==> config.mk <==
export PLATFORM = sky130hd
export DESIGN_NAME = decode_cycle
export DESIGN_NICKNAME = d
export VERILOG_FILES = /design/src/rtl/decode_cycle.sv
export SDC_FILE = /design/constraint.sdc
export NUM_CORES = 2
export LEC_CHECK = 0
export ABC_AREA = 1
export BUFFER_PORTS_ARGS = -buffer_cell sky130_fd_sc_hd__buf_2
export CAP_MARGIN = 20
export CORE_ASPECT_RATIO = 2
export CORE_MARGIN = 2
export CORE_UTILIZATION = 50
export DETAILED_ROUTE_END_ITERATION = 10
export PLACE_DENSITY = 0.66
export SYNTH_ARGS = -nofsm -noshare
export SYNTH_HDL_FRONTEND = slang
export SYNTH_SLANG_ARGS = --single-unit
==> constraint.sdc <==
create_clock -name clk -period 1.86 [get_ports clk]
set_input_delay 0.186 -clock clk [delete_from_list [all_inputs] [get_ports clk]]
set_output_delay 0.186 -clock clk [all_outputs]
set_load 0.01 [all_outputs]
==> src/rtl/decode_cycle.sv <==
// ID stage: 32x32 register file with write-through, instruction decoder, ID/EX pipeline register.
// Latency: 1 cycle InstrD->E outputs. No backpressure; FlushE loads a bubble.
module decode_cycle (
    input  logic        clk,
    input  logic        rst,
    input  logic [31:0] InstrD,
    input  logic [31:0] PCD,
    input  logic [31:0] PCPlus4D,
    input  logic        RegWriteW,
    input  logic [4:0]  RDW,
    input  logic [31:0] ResultW,
    input  logic        FlushE,
    output logic        RegWriteE,
    output logic        MemWriteE,
    output logic        JumpE,
    output logic        BranchE,
    output logic        ALUSrcE,
    output logic [1:0]  ResultSrcE,
    output logic [2:0]  ALUControlE,
    output logic [31:0] RD1E,
    output logic [31:0] RD2E,
    output logic [31:0] ImmExtE,
    output logic [31:0] PCE,
    output logic [31:0] PCPlus4E,
    output logic [4:0]  RdE,
    output logic [4:0]  Rs1E,
    output logic [4:0]  Rs2E,
    output logic [4:0]  Rs1D,
    output logic [4:0]  Rs2D
);

    localparam logic [6:0] OP_LW  = 7'b0000011;
    localparam logic [6:0] OP_SW  = 7'b0100011;
    localparam logic [6:0] OP_R   = 7'b0110011;
    localparam logic [6:0] OP_I   = 7'b0010011;
    localparam logic [6:0] OP_BEQ = 7'b1100011;
    localparam logic [6:0] OP_JAL = 7'b1101111;
    localparam logic [6:0] OP_LUI = 7'b0110111;

    localparam logic [2:0] ALU_ADD = 3'b000;
    localparam logic [2:0] ALU_SUB = 3'b001;
    localparam logic [2:0] ALU_AND = 3'b010;
    localparam logic [2:0] ALU_OR  = 3'b011;
    localparam logic [2:0] ALU_SLT = 3'b101;

    typedef struct packed {
        logic        reg_write;
        logic        mem_write;
        logic        jump;
        logic        branch;
        logic        alu_src;
        logic [1:0]  result_src;
        logic [2:0]  alu_ctrl;
        logic [31:0] rd1;
        logic [31:0] rd2;
        logic [31:0] imm;
        logic [31:0] pc;
        logic [31:0] pc4;
        logic [4:0]  rd;
        logic [4:0]  rs1;
        logic [4:0]  rs2;
    } idex_t;

    logic [31:0][31:0] rf_q, rf_d;
    idex_t             idex_q, idex_d, dec;

    logic [6:0]  opcode;
    logic [2:0]  funct3;
    logic [4:0]  rs1, rs2;
    logic        wb_en;
    logic [31:0] rd1_val, rd2_val;
    logic [2:0]  alu_fn;
    logic [31:0] imm_i, imm_s, imm_b, imm_j, imm_u;

    assign opcode = InstrD[6:0];
    assign funct3 = InstrD[14:12];
    assign rs1    = InstrD[19:15];
    assign rs2    = InstrD[24:20];
    assign Rs1D   = rs1;
    assign Rs2D   = rs2;
    assign wb_en  = RegWriteW && (RDW != 5'd0);

    assign imm_i = {{20{InstrD[31]}}, InstrD[31:20]};
    assign imm_s = {{20{InstrD[31]}}, InstrD[31:25], InstrD[11:7]};
    assign imm_b = {{20{InstrD[31]}}, InstrD[7], InstrD[30:25], InstrD[11:8], 1'b0};
    assign imm_j = {{12{InstrD[31]}}, InstrD[19:12], InstrD[20], InstrD[30:21], 1'b0};
    assign imm_u = {InstrD[31:12], 12'h000};

    // x0 stays zero; a writeback to the address being read bypasses the array.
    always_comb begin
        rf_d = rf_q;
        if (wb_en) begin
            rf_d[RDW] = ResultW;
        end
        rf_d[0] = '0;

        rd1_val = '0;
        if (rs1 != 5'd0) begin
            rd1_val = (wb_en && (RDW == rs1)) ? ResultW : rf_q[rs1];
        end
        rd2_val = '0;
        if (rs2 != 5'd0) begin
            rd2_val = (wb_en && (RDW == rs2)) ? ResultW : rf_q[rs2];
        end
    end

    always_comb begin
        alu_fn = ALU_ADD;
        case (funct3)
            3'b000:  alu_fn = ((opcode == OP_R) && InstrD[30]) ? ALU_SUB : ALU_ADD;
            3'b010:  alu_fn = ALU_SLT;
            3'b110:  alu_fn = ALU_OR;
            3'b111:  alu_fn = ALU_AND;
            default: alu_fn = ALU_ADD;
        endcase
    end

    always_comb begin
        dec     = '0;
        dec.pc  = PCD;
        dec.pc4 = PCPlus4D;
        dec.rd  = InstrD[11:7];
        dec.rs1 = rs1;
        dec.rs2 = rs2;
        dec.rd1 = rd1_val;
        dec.rd2 = rd2_val;
        case (opcode)
            OP_LW: begin
                dec.reg_write  = 1'b1;
                dec.alu_src    = 1'b1;
                dec.result_src = 2'b01;
                dec.imm        = imm_i;
            end
            OP_SW: begin
                dec.mem_write = 1'b1;
                dec.alu_src   = 1'b1;
                dec.imm       = imm_s;
            end
            OP_R: begin
                dec.reg_write = 1'b1;
                dec.alu_ctrl  = alu_fn;
            end
            OP_I: begin
                dec.reg_write = 1'b1;
                dec.alu_src   = 1'b1;
                dec.alu_ctrl  = alu_fn;
                dec.imm       = imm_i;
            end
            OP_BEQ: begin
                dec.branch   = 1'b1;
                dec.alu_ctrl = ALU_SUB;
                dec.imm      = imm_b;
            end
            OP_JAL: begin
                dec.reg_write  = 1'b1;
                dec.jump       = 1'b1;
                dec.result_src = 2'b10;
                dec.imm        = imm_j;
            end
            OP_LUI: begin
                // lui adds the immediate to zero, so operand A is forced to x0.
                dec.reg_write = 1'b1;
                dec.alu_src   = 1'b1;
                dec.imm       = imm_u;
                dec.rd1       = '0;
                dec.rs1       = '0;
            end
            default: ;
        endcase
        idex_d = FlushE ? '0 : dec;
    end

    always_ff @(posedge clk or negedge rst) begin
        if (!rst) begin
            rf_q   <= '0;
            idex_q <= '0;
        end else begin
            rf_q   <= rf_d;
            idex_q <= idex_d;
        end
    end

    assign RegWriteE   = idex_q.reg_write;
    assign MemWriteE   = idex_q.mem_write;
    assign JumpE       = idex_q.jump;
    assign BranchE     = idex_q.branch;
    assign ALUSrcE     = idex_q.alu_src;
    assign ResultSrcE  = idex_q.result_src;
    assign ALUControlE = idex_q.alu_ctrl;
    assign RD1E        = idex_q.rd1;
    assign RD2E        = idex_q.rd2;
    assign ImmExtE     = idex_q.imm;
    assign PCE         = idex_q.pc;
    assign PCPlus4E    = idex_q.pc4;
    assign RdE         = idex_q.rd;
    assign Rs1E        = idex_q.rs1;
    assign Rs2E        = idex_q.rs2;

endmodule
==> flow_metrics.env <==
export IMPL_pwr_density_cell_mw_per_mm2=964
export IMPL_maxCapViolations=0
export IMPL_drt_iter0_markers=9398
export IMPL_post_drt_via_cell_ratio=5.98
export IMPL_setup_viol=0
export IMPL_drcViolationCount=0
export IMPL_outcome="finished, final reports clean"
export IMPL_worst_r2r_cell_count=7
export IMPL_place_hpwl_um=168000
export IMPL_numClockSinks=1176
export IMPL_syn_inst=9102
export IMPL_path_clk_slew_ns=0.07
export IMPL_synth_top_area_cell="dfrtp_1"
export IMPL_seq_area_mm2=0.0294
export IMPL_ys_ff_latch=1176
export IMPL_cts_htree_levels=3
export IMPL_tns_ns=0
export IMPL_vias=67300
export IMPL_arrival_ns=2.43
export IMPL_netlist_area_leader_share_pct=46.3
export IMPL_cts_buffer_depth=3
export IMPL_hold_depth=5
export IMPL_num_rows=185
export IMPL_startpoint_type="input port"
export IMPL_yosysUniqueCellTypes=32
export IMPL_fin_area_mm2=0.0767
export IMPL_r2r_slack_ns=0.40
export IMPL_fin_crit_sh_pct=96.8
export IMPL_tritoncts="built"
export IMPL_initial_core_util_pct=50.2
export IMPL_antenna_found_initial=10
export IMPL_post_place_ws_ns=-0.243
export IMPL_dr_pass1_iters=9
export IMPL_syn_area_mm2=0.0636
export IMPL_synthToLayoutAreaGrowth_pct=20.5
export IMPL_multiInputGateArea_mm2=0.0278
export IMPL_setup_ws_ns=0.0591
export IMPL_avgRoutedWirePerCell_um=24.1
export IMPL_cp_data_required_time_ns=2.49
export IMPL_place_congestion=0.963
export IMPL_yosys_warnings=0
export IMPL_fin_util_pct=60.5
export IMPL_layout_min_cycle_time_ns=1.80
export IMPL_avgSynthCellArea_um2=6.99
export IMPL_critical_path_max_fanout=8
export IMPL_syn_nets=9239
export IMPL_drv_slew=0
export IMPL_fin_worst_skew_ns=0.0191
export IMPL_max_freq_mhz=555
export IMPL_grt_pass1_vias=64800
export IMPL_grt_max_degree=105
export IMPL_drt_total_wl_um=272000
export IMPL_cts_resized=0
export IMPL_final_hold_violation_count=0
export IMPL_cts_made_buffers=107
export IMPL_synth_edf_count=0
export IMPL_grt_usage_pct=41.3
export IMPL_n_fill_cell=11400
export IMPL_worstSetupPathType="in -> reg"
export IMPL_p_leak_nw=39.2
export IMPL_grt_overflow_total=0
export IMPL_endpoint_kind="register"
export IMPL_drive_gt1_share_pct=11.7
export IMPL_die_w_um=256
export IMPL_placed_area_mm2=0.0711
export IMPL_nNetsFinal=9613
export IMPL_synthFlopType="dfrtp_1"
export IMPL_port_buffers=331
export IMPL_timing_slew_headroom_pct=48.2
export IMPL_design_core_area_mm2=0.127
export IMPL_worst_pin_slew_ns=0.777
export IMPL_synth_area_leaders="dfrtp_1 46%, nand2_1 18%, nand3_1 12%"
export IMPL_rsz0062_at_grt="no"
export IMPL_synthArstFlopShare_pct=100
export IMPL_ant_nets=0
export IMPL_ios=332
export IMPL_grt_pass1_wl_um=405000
export IMPL_min_path_type="in -> reg"
export IMPL_die_h_um=508
export IMPL_dieArea_mm2=0.130
export IMPL_cts_root_buf="clkbuf_16"
export IMPL_synth_seq_area_share_pct=46.3
export IMPL_vdd_drop_max_uv=813
export IMPL_clock_latency_ns=0.76
## power by group
| group | internal, mW | switching, mW |
|---|---|---|
| logic | 5.96 | 10.3 |
| registers | 30.0 | 2.71 |
| clock network | 14.2 | 10.7 |
| total | 50.2 | 23.7 |
## critical path: stages
cell and delay, ns:
dlygate4sd3_1 0.55, buf_2 0.13, inv_1 0.06, nand3_1 0.08, nor3_1 0.20, buf_4 0.15, nand2_1 0.07, nand2_1 0.20
a21oi_4 0.06, buf_12 0.18, buf_4 0.16, buf_4 0.14, o21ai_1 0.07, inv_1 0.05, nand2_1 0.07, inv_1 0.06
## path summary, 6_finish.rpt
check	startpoint	to
worst max-delay path	InstrD[6]	RD1E[13]$_DFF_PN0_
worst min-delay path	InstrD[4]	ImmExtE[11]$_DFF_PN0_
worst max register to register	rf_q[391]$_DFFE_PN0P_	RD2E[7]$_DFF_PN0_
worst min register to register	rf_q[176]$_DFFE_PN0P_	rf_q[176]$_DFFE_PN0P_
max in group asynchronous	rst	rf_q[767]$_DFFE_PN0P_
min in group asynchronous	rst	rf_q[195]$_DFFE_PN0P_
## Yosys cell counts, types with 3 or more instances
master,n
a22oi_1,4
buf_1,66
clkinv_1,3
nor4_1,3
inv_2,13
or2_2,53
xor2_1,3
o21ai_0,1060
inv_1,972
nor2_1,241
nand4_1,18
nor3_2,4
buf_2,139
nand3b_1,4
nand2_1,2969
nand3_1,1530
nor2_2,6
buf_4,11
o21ai_1,41
nor3_1,20
dfrtp_1,1176
clkbuf_1,496
a21oi_1,159
o211ai_1,102
## cell families after synthesis
kind of cell,Yosys count,synth area share (%)
flip-flops,1176,46.3
buffers and inverters,1700,10.4
XOR/XNOR,5,0.0688
AO/OA/AOI/OAI,1370,11.2
AND/OR/NAND/NOR,4851,32.1
## state kept, by name, indices dropped and copies added (netlist names)
name         cells
ALUControlE      3
ALUSrcE          1
BranchE          1
ImmExtE         32
JumpE            1
MemWriteE        1
PCE             32
PCPlus4E        32
RD1E            32
RD2E            32
RdE              5
RegWriteE        1
ResultSrcE       1
Rs1E             5
Rs2E             5
rf_q           992
## what timing repair did
action / CTS / global route
setup endpoints to repair: 0 / 30
endpoints found under the hold margin: 1454 / 0
hold buffers: 162 / 0
setup buffers: 0 / 2
## cells in the final DEF, fill, tap and decap left out, drive strengths merged, types with 2 or more instances in the layout
cell,Yosys,layout
a21oi,159,159
a22oi,4,4
buf,216,816
bufinv,0,17
clkbuf,496,148
clkinv,3,27
clkinvlp,0,5
dfrtp,1176,1176
diode,0,9
dlygate4sd3,0,161
inv,985,991
nand2,2969,2969
nand3,1531,1531
nand3b,4,4
nand4,18,18
nor2,247,247
nor3,25,25
nor4,4,4
o211ai,102,102
o21ai,1101,1101
or2,53,53
xnor2,2,2
xor2,3,3
## routing by layer
layer,up-vias,share of wire [%],GRT usage [%]
met5,-,0.017,0.222
met4,8,8.7,30.6
met3,1336,12,9.31
met2,4587,45,65.0
met1,31600,35,49.5
li1,29700,-,-
## stage by stage
step                      cells  power, mW  hold slack, ns
after floorplan            9102       42.4          -0.110
after global placement    10900       48.0           0.133
after detailed placement  10900       48.5           0.132
after CTS                 11200       73.6          0.0186
after global routing      11300       77.4          0.0358
final                     11300       73.9          0.0586
## area by class of cell
type	instances	share of cell area, %
flip-flops and latches	1176	38.4
multi-input cells	6226	36.3
repair buffers	977	12.5
inverters	988	4.89
clock buffers	148	4.12
well taps	1683	2.75
clock inverters	52	0.984
diodes	9	0.0294
No activity file was read; power rests on OpenSTA's default activity.
